## config.mk

```make
export PLATFORM = sky130hd
export DESIGN_NAME = ps2_key_decoder_flat
export DESIGN_NICKNAME = d
export VERILOG_FILES = /design/src/rtl/ps2_key_decoder_if.sv /design/src/rtl/ps2_key_decoder.sv /design/src/flat_wrapper.sv
export SDC_FILE = /design/constraint.sdc
export NUM_CORES = 1
export LEC_CHECK = 0
export CORE_UTILIZATION = 45
export CTS_CLUSTER_DIAMETER = 100
export DETAILED_ROUTE_END_ITERATION = 8
export HOLD_SLACK_MARGIN = 0.02
export PLACE_DENSITY = 0.71
export SETUP_SLACK_MARGIN = 0.3
export SYNTH_ARGS = -nofsm -noshare
export SYNTH_HDL_FRONTEND = slang
export SYNTH_SLANG_ARGS = --single-unit
```

## constraint.sdc

```tcl
create_clock -name clk_sys -period 2.62 [get_ports clk_sys]
set_clock_uncertainty 0.1 [all_clocks]
set_input_delay 0.524 -clock clk_sys [delete_from_list [all_inputs] [get_ports clk_sys]]
set_output_delay 0.524 -clock clk_sys [all_outputs]
set_load 0.01 [all_outputs]
```

## src/rtl/ps2_key_decoder_if.sv

```systemverilog
// PS/2 line and key-event bundle for ps2_key_decoder.
// master: keyboard/host side; slave: the decoder. dbg_state mirrors the receive FSM.
`timescale 1ns/1ps
interface ps2_key_decoder_if;
  logic        ps2_clk;
  logic        ps2_data;
  logic [10:0] ps2_key;
  logic        frame_err;
  logic [1:0]  dbg_state;

  modport master (output ps2_clk, ps2_data, input ps2_key, frame_err, dbg_state);
  modport slave  (input ps2_clk, ps2_data, output ps2_key, frame_err, dbg_state);
endinterface

```

## src/rtl/ps2_key_decoder.sv

```systemverilog
// PS/2 keyboard receiver: synchronizes the raw lines, deframes 11-bit frames and
// reports make/break events with E0 extension; PS2_TIMEOUT_EN adds an inactivity watchdog.
`timescale 1ns/1ps
module ps2_key_decoder #(
  parameter int unsigned TIMEOUT_CYCLES = 50000
) (
  input logic              clk_sys,
  input logic              reset_n,
  ps2_key_decoder_if.slave bus
);

  localparam logic [1:0] S_IDLE   = 2'd0;
  localparam logic [1:0] S_DATA   = 2'd1;
  localparam logic [1:0] S_PARITY = 2'd2;
  localparam logic [1:0] S_STOP   = 2'd3;

  logic        clk_s1_q, clk_s2_q, clk_h_q;
  logic        dat_s1_q, dat_s2_q, dat_h_q;
  logic [1:0]  state_q, state_d;
  logic [2:0]  bit_cnt_q, bit_cnt_d;
  logic [7:0]  shift_q, shift_d;
  logic        parity_q, parity_d;
  logic        ext_q, ext_d;
  logic        rel_q, rel_d;
  logic [2:0]  skip_q, skip_d;
  logic [10:0] key_q, key_d;
  logic        err_q, err_d;
  logic        fall;
  logic        frame_ok;

`ifdef PS2_TIMEOUT_EN
  localparam int unsigned TO_W = $clog2(TIMEOUT_CYCLES + 1);
  logic [TO_W-1:0] to_q, to_d;
`else
  logic unused_timeout;
  assign unused_timeout = ^TIMEOUT_CYCLES;
`endif

  assign fall     = clk_h_q & ~clk_s2_q;
  // Odd parity over data+parity, and a high stop bit, sampled on the stop edge.
  assign frame_ok = (^{shift_q, parity_q}) & dat_s2_q;

  always_comb begin
    state_d   = state_q;
    bit_cnt_d = bit_cnt_q;
    shift_d   = shift_q;
    parity_d  = parity_q;
    ext_d     = ext_q;
    rel_d     = rel_q;
    skip_d    = skip_q;
    key_d     = key_q;
    err_d     = 1'b0;
    if (fall) begin
      case (state_q)
        S_IDLE: begin
          if (!dat_s2_q) begin
            state_d   = S_DATA;
            bit_cnt_d = 3'd0;
          end
        end
        S_DATA: begin
          shift_d   = {dat_s2_q, shift_q[7:1]};
          bit_cnt_d = bit_cnt_q + 3'd1;
          if (bit_cnt_q == 3'd7) state_d = S_PARITY;
        end
        S_PARITY: begin
          parity_d = dat_s2_q;
          state_d  = S_STOP;
        end
        default: begin
          state_d = S_IDLE;
          if (frame_ok) begin
            // Pause-sequence suppression takes precedence over prefix decoding.
            if (skip_q != 3'd0) begin
              skip_d = skip_q - 3'd1;
            end else begin
              case (shift_q)
                8'hE0: ext_d = 1'b1;
                8'hF0: rel_d = 1'b1;
                8'hE1: skip_d = 3'd7;
                8'h00, 8'hFF: begin
                  ext_d = 1'b0;
                  rel_d = 1'b0;
                end
                default: begin
                  key_d = {~key_q[10], ~rel_q, ext_q, shift_q};
                  ext_d = 1'b0;
                  rel_d = 1'b0;
                end
              endcase
            end
          end else begin
            err_d  = 1'b1;
            ext_d  = 1'b0;
            rel_d  = 1'b0;
            skip_d = 3'd0;
          end
        end
      endcase
    end
`ifdef PS2_TIMEOUT_EN
    to_d = to_q;
    if (state_q == S_IDLE || fall) begin
      to_d = '0;
    end else if (to_q >= TO_W'(TIMEOUT_CYCLES)) begin
      // No edge this cycle, so this abort cannot coincide with a key update.
      to_d    = '0;
      state_d = S_IDLE;
      ext_d   = 1'b0;
      rel_d   = 1'b0;
      skip_d  = 3'd0;
      err_d   = 1'b1;
    end else begin
      to_d = to_q + TO_W'(1);
    end
`endif
  end

  always_ff @(posedge clk_sys or negedge reset_n) begin
    if (!reset_n) begin
      clk_s1_q  <= 1'b1;
      clk_s2_q  <= 1'b1;
      clk_h_q   <= 1'b1;
      dat_s1_q  <= 1'b1;
      dat_s2_q  <= 1'b1;
      dat_h_q   <= 1'b1;
      state_q   <= S_IDLE;
      bit_cnt_q <= 3'd0;
      shift_q   <= 8'd0;
      parity_q  <= 1'b0;
      ext_q     <= 1'b0;
      rel_q     <= 1'b0;
      skip_q    <= 3'd0;
      key_q     <= 11'd0;
      err_q     <= 1'b0;
`ifdef PS2_TIMEOUT_EN
      to_q      <= '0;
`endif
    end else begin
      clk_s1_q  <= bus.ps2_clk;
      clk_s2_q  <= clk_s1_q;
      clk_h_q   <= clk_s2_q;
      dat_s1_q  <= bus.ps2_data;
      dat_s2_q  <= dat_s1_q;
      dat_h_q   <= dat_s2_q;
      state_q   <= state_d;
      bit_cnt_q <= bit_cnt_d;
      shift_q   <= shift_d;
      parity_q  <= parity_d;
      ext_q     <= ext_d;
      rel_q     <= rel_d;
      skip_q    <= skip_d;
      key_q     <= key_d;
      err_q     <= err_d;
`ifdef PS2_TIMEOUT_EN
      to_q      <= to_d;
`endif
    end
  end

  // The data history flop is kept for symmetry with the clock path; only its
  // synchronized value feeds the FSM.
  logic unused_dat_h;
  assign unused_dat_h = dat_h_q;

  assign bus.ps2_key   = key_q;
  assign bus.frame_err = err_q;
  assign bus.dbg_state = state_q;

endmodule

```

## src/flat_wrapper.sv

```systemverilog
// flat-port wrapper written by rule: the top's interface ports become plain ports
module ps2_key_decoder_flat 
#(
  parameter int unsigned TIMEOUT_CYCLES = 50000
)
  (clk_sys, reset_n, bus_ps2_clk, bus_ps2_data, bus_ps2_key, bus_frame_err, bus_dbg_state);
  ps2_key_decoder_if bus_i ();
  input logic clk_sys;
  input logic reset_n;
  input wire logic [$bits(bus_i.ps2_clk)-1:0] bus_ps2_clk;
  input wire logic [$bits(bus_i.ps2_data)-1:0] bus_ps2_data;
  output wire logic [$bits(bus_i.ps2_key)-1:0] bus_ps2_key;
  output wire logic [$bits(bus_i.frame_err)-1:0] bus_frame_err;
  output wire logic [$bits(bus_i.dbg_state)-1:0] bus_dbg_state;
  assign bus_i.ps2_clk = bus_ps2_clk;
  assign bus_i.ps2_data = bus_ps2_data;
  assign bus_ps2_key = bus_i.ps2_key;
  assign bus_frame_err = bus_i.frame_err;
  assign bus_dbg_state = bus_i.dbg_state;
  ps2_key_decoder #(.TIMEOUT_CYCLES(TIMEOUT_CYCLES)) u_core (.clk_sys(clk_sys), .reset_n(reset_n), .bus(bus_i));
endmodule
```

==> out/results.tsv, run 1 <==
metric	value	unit
Pwr Density	1237	nW/µm²
ys async rst share	100.0	%
sequential share of the synthesized area	52.57	%
post-route cell area	2118	µm²
Final Hold Fails	0	
PortBufs	17	
Final Setup Violations	0	
Internal	1.727	mW
layout cells sized above 1	31.48	%
antenna-violating nets left	0	
Area after DPL	1959	µm²
num ports	18	
outcome	finished clean	
CTS clk-pin slew, worst paths	0.07	ns
Main synth FF type	dfrtp_1	
critical path data arrival time	2.32	ns
Psw	0.8938	mW
drt pass-1 iters	4	
Post-synth EDFFs	0	
fin cells	210	
Layout Area Growth over Synthesis	22.77	%
Max transition margin	67.58	%
pre-CTS worst setup slack	0.1772	ns
die area	4086	µm²
HP Class	reg -> reg	
Post-Syn Area	1725	µm²
most common cell after layout, fill and taps aside	dfrtp_1	
cts bufs inserted	5	
Worst Setup End Kind	flip-flop	
grt total ovfl	0	
Final TNS setup	0	ns
clock network power share	16.3	%
num rows	22	
DRC violations left	0	
CP cell instances	xnor2_1 > xnor3_2 > xnor2_4 > nor4b_4 > buf_6 > mux2_2	
CP Class	reg -> reg	
CP bufs+invs	1	
fin. max-slew vios	0	
Final Cycle Share	85.71	%
pin count of the biggest net entering global routing	37	
vias post-DR	1085	
Max Buffers Root-to-Sink	2	
Synth cell types	35	
placed cell count	198	
#FFs+latches synth	36	
Worst-Skew Late Latency	0.29	ns
Slew @ Worst Pin	0.4820	ns
VDD IR max	0.0008103	V
Detailed Place HPWL	2001	µm
Final Net Count	173	
Clock Sink Count	36	
Logic pwr share	50.3	%
P_leak	0.9512	nW
Max Clk Rate	445.3	MHz
Core Box Area	3661	µm²
CP max FO	6	
vias in the first global route	1081	
clk root buf	clkbuf_8	
Final min period	2.246	ns
initial core utilization	47.13	%
RSZ-0062 raised after global routing	true	
Routed WL	2983	µm
Seq pwr share	33.4	%
Die Span X	63.92	µm
switching share of total power	34.11	%
cells after synthesis	132	
CP Launch Type	flip-flop	
Worst Path Required	2.69	ns
Vias/cell	5.167	
most frequent cells in the layout	28 x dfrtp_1, 17 x clkdlybuf4s50_1, 10 x mux2_2	
final worst setup slack	0.3745	ns
Worst path max stage delay	0.48	ns
CTS tree	yes	
Routability Congestion	0.7965	
Filler cells	292	
number of diodes	0	
average footprint of a synthesized cell	13.07	µm²
Net Count, Synth	144	
Die Ht	63.92	µm
first-pass GRT wire length	5230	µm
Sequential Area	910.9	µm²
routed len/inst	14.20	µm
YS warnings	0	
Tot GR Track Use	17.59	%
cell at the slowest stage of the critical path	xnor3_2	
htree depth	2	
MaxCap Viol Count	0	
1st-iter DRT viols	36	
Multi-input gate area	779.5	µm²
initial antenna violation count	0	
CP delay by family, top	XOR/XNOR gates	
state kept, by name, summed over array words and instances (netlist names), 2 cells and up:
name and count:
u_core.bus.dbg_state 2, u_core.shift_q 8, u_core.bus.ps2_key 11, u_core.skip_q 3, u_core.bit_cnt_q 3
layout make-up:
class                      count  share of cell area [%]
clock buffer                   8                   4.725
sequential                    36                   43.00
multi-input combinational     84                   36.80
tap                           48                   2.835
inverter                       9                   1.595
timing repair buffer          25                   11.05
power by group through the flow:
| stage | registers (mW) | clock network (mW) | logic [mW] |
|---|---|---|---|
| final | 0.875 | 0.427 | 1.32 |
| after global routing | 0.903 | 0.463 | 1.44 |
| after CTS | 0.864 | 0.439 | 1.27 |
| after detailed placement | 0.874 | 0 | 1.17 |
| after global placement | 0.859 | 0 | 1.15 |
| after floorplan | 0.874 | 0 | 0.881 |
metrics by stage:
step	utilization [%]	total power [mW]	hold WS, ns
after detailed placement	53.52	2.042	0.2507
after global routing	57.86	2.802	0.2649
after floorplan	-	1.755	0.1284
after CTS	56.97	2.576	0.2601
final	57.86	2.620	0.2569
after global placement	53.52	2.005	0.2471
routing by layer:
layer / global-route usage, % / up-vias / wire (µm)
met2: 26.60 / 20 / 1421
met3: 5.000 / 9 / 105
li1: - / 526 / -
met4: 9.659 / 0 / 84
met1: 22.71 / 530 / 1372
met5: 0 / - / 0
kinds of logic after synthesis:
group,Yosys count,synth area share (%)
DFF,36,52.57
xor gates and xnor gates,8,6.019
adders and majority gates,8,5.802
buffers and inverters,12,3.480
and+or+nand+nor,24,8.195
muxes,19,14.36
AOI/OAI and AO/OA,25,9.572
Yosys cell counts, drive strengths merged, types with 3 or more instances:
library cell | count | area share, %
dfrtp | 31 | 45
mux2 | 19 | 14
inv | 9 | 2.0
nand2 | 9 | 2.0
ha | 8 | 5.8
o21ai | 7 | 2.0
dfstp | 5 | 7.6
xnor2 | 5 | 3.6
a21oi | 4 | 1.2
a31oi | 4 | 1.5
o22ai | 3 | 1.1
final timing paths:
check | startpoint | end | slack (ns) | cells after the start
worst min-delay path | u_core.clk_s1_q | u_core.clk_s2_q | 0.26 | 0
max in group asynchronous | reset_n | u_core.clk_s1_q | 1.53 | 2
worst max register to register | u_core.shift_q[5] | u_core.bus.ps2_key[0] | 0.37 | 6
min in group asynchronous | reset_n | u_core.bus.ps2_key[10] | 0.55 | 2
worst max-delay path | u_core.shift_q[5] | u_core.bus.ps2_key[0] | 0.37 | 6
worst min register to register | u_core.clk_s1_q | u_core.clk_s2_q | 0.26 | 0
repair_timing:
action / in CTS / in global routing
pin swaps: 1 / 0
gates resized for setup: 2 / 7
setup endpoints to repair: 10 / 13
buffers inserted: 2 / 1
endpoints found under the hold margin: 0 / 0
cloned: 1 / 0
hold buffers: 0 / 0
Power figures use the tool's default switching activity.
==> inputs of run 2 (changes only) <==
--- a/config.mk
+++ b/config.mk
@@ -6,4 +6,5 @@
 export NUM_CORES = 1
 export LEC_CHECK = 0
+export CORE_MARGIN = 3
 export CORE_UTILIZATION = 45
 export CTS_CLUSTER_DIAMETER = 100
==> constraint.sdc (replaced) <==
create_clock -name clk_sys -period 2.62 [get_ports clk_sys]
set_clock_uncertainty 0.1 [all_clocks]
set_input_delay 0.393 -clock clk_sys [delete_from_list [all_inputs] [get_ports clk_sys]]
set_output_delay 0.393 -clock clk_sys [all_outputs]
set_load 0.01 [all_outputs]
==> out/results.tsv, run 2 (synthesized netlist as in run 1, its figures left out) <==
metric	value	unit	change
Tot GR Track Use	14.29	%	-3.3 points
Worst Path Required	2.70	ns	about the same
CP max FO	8		+2
Max Clk Rate	450.9	MHz	+1.3%
Final Setup Violations	0		unchanged
Layout Area Growth over Synthesis	22.41	%	
Die Span X	67.92	µm	+6.3%
CP Class	reg -> reg		
fin. max-slew vios	0		unchanged
hold path depth	0		unchanged
post-route cell area	2112	µm²	-0.30%
Worst Setup End Kind	flip-flop		
vias post-DR	1090		+0.46%
Largest register FFs	11		unchanged
Routed WL	2852	µm	-4.4%
Final Net Count	171		-1.2%
DRC violations left	0		unchanged
CTS clk-pin slew, worst paths	0.07	ns	about the same
Clock Sink Count	36		unchanged
initial antenna violation count	0		unchanged
Pwr Density	1255	nW/µm²	+1.5%
CP Launch Type	flip-flop		
num rows	21		-4.5%
critical path data arrival time	2.29	ns	-0.03 ns
reg2reg start	u_core.shift_q[6]		
layout cells sized above 1	30.00	%	-1.5 points
htree depth	2		unchanged
Final Hold Fails	0		unchanged
most common cell after layout, fill and taps aside	dfrtp_1		
Detailed Place HPWL	1969	µm	-1.6%
Filler cells	293		+0.34%
first-pass GRT wire length	4698	µm	-10%
Routability Congestion	0.8412		+5.6%
Slew @ Worst Pin	0.4486	ns	-0.03341 ns
R2R depth	6		unchanged
Core Box Area	3521	µm²	-3.8%
Max Buffers Root-to-Sink	2		unchanged
grt total ovfl	0		unchanged
Hold Path Origin	u_core.dat_s1_q		
Area after DPL	1964	µm²	+0.26%
HP Class	reg -> reg		
Worst-Skew Late Latency	0.28	ns	about the same
Die Ht	67.92	µm	+6.3%
placed cell count	197		-0.51%
Vias/cell	5.291		+2.4%
MaxCap Viol Count	0		unchanged
Final min period	2.218	ns	-0.02778 ns
Multi-input gate area	764.5	µm²	-1.9%
drt pass-1 iters	4		unchanged
vias in the first global route	1011		-6.5%
die area	4613	µm²	+13%
P_leak	0.9451	nW	-0.64%
Sequential Area	910.9	µm²	unchanged
VDD IR max	0.0007754	V	-4.3%
fin cells	206		-1.9%
pin count of the biggest net entering global routing	37		unchanged
cts bufs inserted	5		unchanged
initial core utilization	49.00	%	+1.9 points
post-layout util	59.99	%	+2.1 points
num ports	18		unchanged
FF-to-FF End	u_core.bus.ps2_key[0]		
Max transition margin	69.88	%	+2.3 points
Final TNS setup	0	ns	unchanged
CTS tree	yes		
PortBufs	17		unchanged
CTS Hold Bufs	0		unchanged
WHS Endpoint	u_core.dat_s2_q		
Final Cycle Share	84.65	%	-1.1 points
most frequent cells in the layout	28 x dfrtp_1, 17 x clkdlybuf4s50_1, 10 x mux2_2		
RSZ-0062 raised after global routing	false		
clk root buf	clkbuf_8		
routed len/inst	13.84	µm	-2.5%
outcome	finished clean		
antenna-violating nets left	0		unchanged
1st-iter DRT viols	47		+31%
R2R Setup Slk	0.40	ns	+0.03 ns
number of diodes	0		unchanged
==> run 2: metal layers <==
layer / part of all wire, % / track usage (%) / vias to the layer above
met5: 0 / 0 / -
met4: 1.9 / 5.955 / 0
met3: 4.5 / 5.419 / 5
met2: 48 / 21.42 / 25
met1: 45 / 18.51 / 536
li1: - / - / 524
==> run 2: cell type report <==
cell class / count / share of cell area [%]
Multi-Input combinational cell: 84 / 36.20
Sequential cell: 36 / 43.13
Clock inverter: 1 / 1.422
Timing Repair Buffer: 23 / 10.37
Tap cell: 46 / 2.725
Inverter: 9 / 1.600
Clock buffer: 7 / 4.562
==> run 2: power by group <==
part	internal (mW)	switching (mW)
Clock	0.336	0.190
Sequential	0.718	0.152
Combinational	0.737	0.520
==> run 2: through the flow <==
stage	power [mW]	worst slack (ns)	hold slack, ns
finish	2.652	0.4023	0.2583
global route	2.830	0.3158	0.2633
CTS	2.668	0.3617	0.2589
detailed placement	2.055	0.1862	0.2488
global placement	2.010	0.2589	0.2467
floorplan	1.755	0.3597	-0.002591
==> run 2: worst max-delay path by stage <==
stage	start	endpoint	slack, ns	cells past startpoint
after global placement	u_core.shift_q[5]	u_core.bus.ps2_key[0]	0.26	6
final	u_core.shift_q[6]	u_core.bus.ps2_key[0]	0.40	6
after detailed placement	u_core.shift_q[5]	u_core.bus.ps2_key[0]	0.19	6
after global routing	u_core.shift_q[5]	u_core.skip_q[2]	0.32	6
after floorplan	u_core.shift_q[5]	u_core.bus.ps2_key[1]	0.36	6
after CTS	u_core.shift_q[6]	u_core.bus.ps2_key[0]	0.36	6
==> run 2: timing repair <==
action	in CTS	in global routing
endpoints found under the setup margin	10	11
hold endpoints to repair	0	0
gates resized for setup	1	5
pin swaps	1	0
setup buffers	1	0
==> run 2: worst max-delay path: stages, from the launching register on <==
cell and delay (ns):
dfrtp_2 0.44, xnor2_1 0.22, xnor3_2 0.41, xnor2_4 0.15
nor4b_4 0.26, buf_6 0.20, mux2_2 0.34
==> inputs of run 3 (changes only) <==
- clock period: 2.62 -> 2.3 ns (I/O delays scaled with it)
==> out/results.tsv, run 3 (synthesized netlist as in run 1, its figures left out) <==
metric	value	unit	change
num rows	21		unchanged
CP Class	reg -> reg		
clk root buf	clkbuf_8		
most common cell after layout, fill and taps aside	dfrtp_1		
HP Class	reg -> reg		
fin. max-slew vios	0		unchanged
fin cells	215		+4.4%
pin count of the biggest net entering global routing	37		unchanged
Largest register FFs	11		unchanged
Detailed Place HPWL	2169	µm	+10%
initial core utilization	49.00	%	unchanged
Max Clk Rate	442.4	MHz	-1.9%
CTS clk-pin slew, worst paths	0.07	ns	about the same
Worst Path Required	2.37	ns	-0.33 ns
Max transition margin	70.85	%	+0.97 points
Die Ht	67.92	µm	unchanged
PortBufs	17		unchanged
Slew @ Worst Pin	0.4372	ns	-0.01140 ns
Final Net Count	180		+5.3%
DRC violations left	0		unchanged
Max Buffers Root-to-Sink	2		unchanged
htree depth	2		unchanged
vias post-DR	1154		+5.9%
Hold WS	0.2562	ns	-0.002056 ns
reg2reg start	u_core.shift_q[4]		
MaxCap Viol Count	0		unchanged
Layout Area Growth over Synthesis	31.40	%	
Pwr Density	1601	nW/µm²	+28%
R2R Setup Slk	0.04	ns	-0.36 ns
CTS Hold Bufs	0		unchanged
CP cell instances	xnor2_2 > xnor3_2 > xnor2_4 > nor4b_4 > buf_4 > mux2_4		
1st-iter DRT viols	37		-21%
worst setup path end	u_core.bus.ps2_key[6]		
critical path data arrival time	2.33	ns	+0.04 ns
Final min period	2.261	ns	+0.04284 ns
Die Span X	67.92	µm	unchanged
post-route cell area	2267	µm²	+7.3%
initial antenna violation count	0		unchanged
placed cell count	199		+1.0%
R2R depth	6		unchanged
first-pass GRT wire length	5651	µm	+20%
vias in the first global route	1182		+17%
Setup crit start	u_core.shift_q[4]		
Vias/cell	5.367		+1.4%
CP max FO	4		-4
outcome	finished clean		
Tot GR Track Use	17.02	%	+2.7 points
Core Box Area	3521	µm²	unchanged
Routability Congestion	0.7781		-7.5%
Final Setup Violations	0		unchanged
layout cells sized above 1	40.83	%	+11 points
FF-to-FF End	u_core.bus.ps2_key[6]		
most frequent cells in the layout	27 x dfrtp_1, 17 x clkdlybuf4s50_1, 11 x buf_4, 10 x mux2_4		
antenna-violating nets left	0		unchanged
RSZ-0062 raised after global routing	true		
Worst-Skew Late Latency	0.29	ns	about the same
Clock Sink Count	36		unchanged
P_leak	1.005	nW	+6.3%
CTS tree	yes		
num ports	18		unchanged
Filler cells	273		-6.8%
drt pass-1 iters	4		unchanged
die area	4613	µm²	unchanged
grt total ovfl	0		unchanged
Worst path max stage delay	0.50	ns	+0.06 ns
number of diodes	0		unchanged
Routed WL	3447	µm	+21%
CP Launch Type	flip-flop		
cell at the slowest stage of the critical path	xnor3_2		
VDD IR max	0.0008105	V	+4.5%
Final Cycle Share	98.29	%	+14 points
Final Hold Fails	0		unchanged
routed len/inst	16.03	µm	+16%
cts bufs inserted	5		unchanged
Worst Setup End Kind	flip-flop		
Area after DPL	1979	µm²	+0.76%
-- run 3: cell type report --
type / count / area (µm²) / share of cell area [%]
well taps: 46 / 57.56 / 2.539
multi-input cells: 84 / 862.1 / 38.02
flip-flops and latches: 36 / 912.1 / 40.23
clock buffers: 8 / 100.1 / 4.415
repair buffers: 32 / 301.5 / 13.30
inverters: 9 / 33.78 / 1.490
-- run 3: stage by stage --
stage	utilization, %	setup WS [ns]	setup TNS, ns	total power [mW]
final	64.39	0.03942	0	3.631
after global routing	64.39	-0.02792	-0.08372	3.827
after CTS	61.48	0.08145	0	3.295
after detailed placement	56.22	0.03792	0	2.467
after global placement	56.22	0.1043	0	2.403
after floorplan	-	0.06747	0	1.992
-- run 3: how the worst min path moves through the flow --
stage | startpoint | endpoint | slack, ns | cells past startpoint
after floorplan | reset_n | u_core.bit_cnt_q[0] | -0.05 | 0
after global placement | u_core.clk_s1_q | u_core.clk_s2_q | 0.25 | 0
after detailed placement | u_core.clk_s1_q | u_core.clk_s2_q | 0.25 | 0
after CTS | u_core.clk_s1_q | u_core.clk_s2_q | 0.26 | 0
after global routing | u_core.clk_s1_q | u_core.clk_s2_q | 0.26 | 0
final | u_core.clk_s1_q | u_core.clk_s2_q | 0.26 | 0
-- run 3: report_power, final --
group	internal [mW]	switching, mW
clock network	0.273	0.218
logic	1.26	0.874
registers	0.820	0.188
-- run 3: repair_timing --
item	in CTS	in global routing
pin swaps	2	6
gates resized for setup	13	15
buffers inserted	6	2
setup endpoints to repair	15	19
-- run 3: per-layer routing --
layer | up-vias | wire (µm) | track usage, % | part of all wire (%)
li1 | 544 | - | - | -
met1 | 587 | 1462 | 20.45 | 42
met2 | 16 | 1798 | 28.04 | 52
met3 | 7 | 114 | 4.433 | 3.3
met4 | 0 | 72 | 8.685 | 2.1
met5 | - | 0 | 0 | 0
-- run 3: worst max-delay path: cells and delay by family (launching register included) --
family / cells / cell delay (ns)
xor gates and xnor gates: 3 / 0.85
DFF: 1 / 0.41
muxes: 1 / 0.30
and+or+nand+nor: 1 / 0.26
buffers and inverters: 1 / 0.21
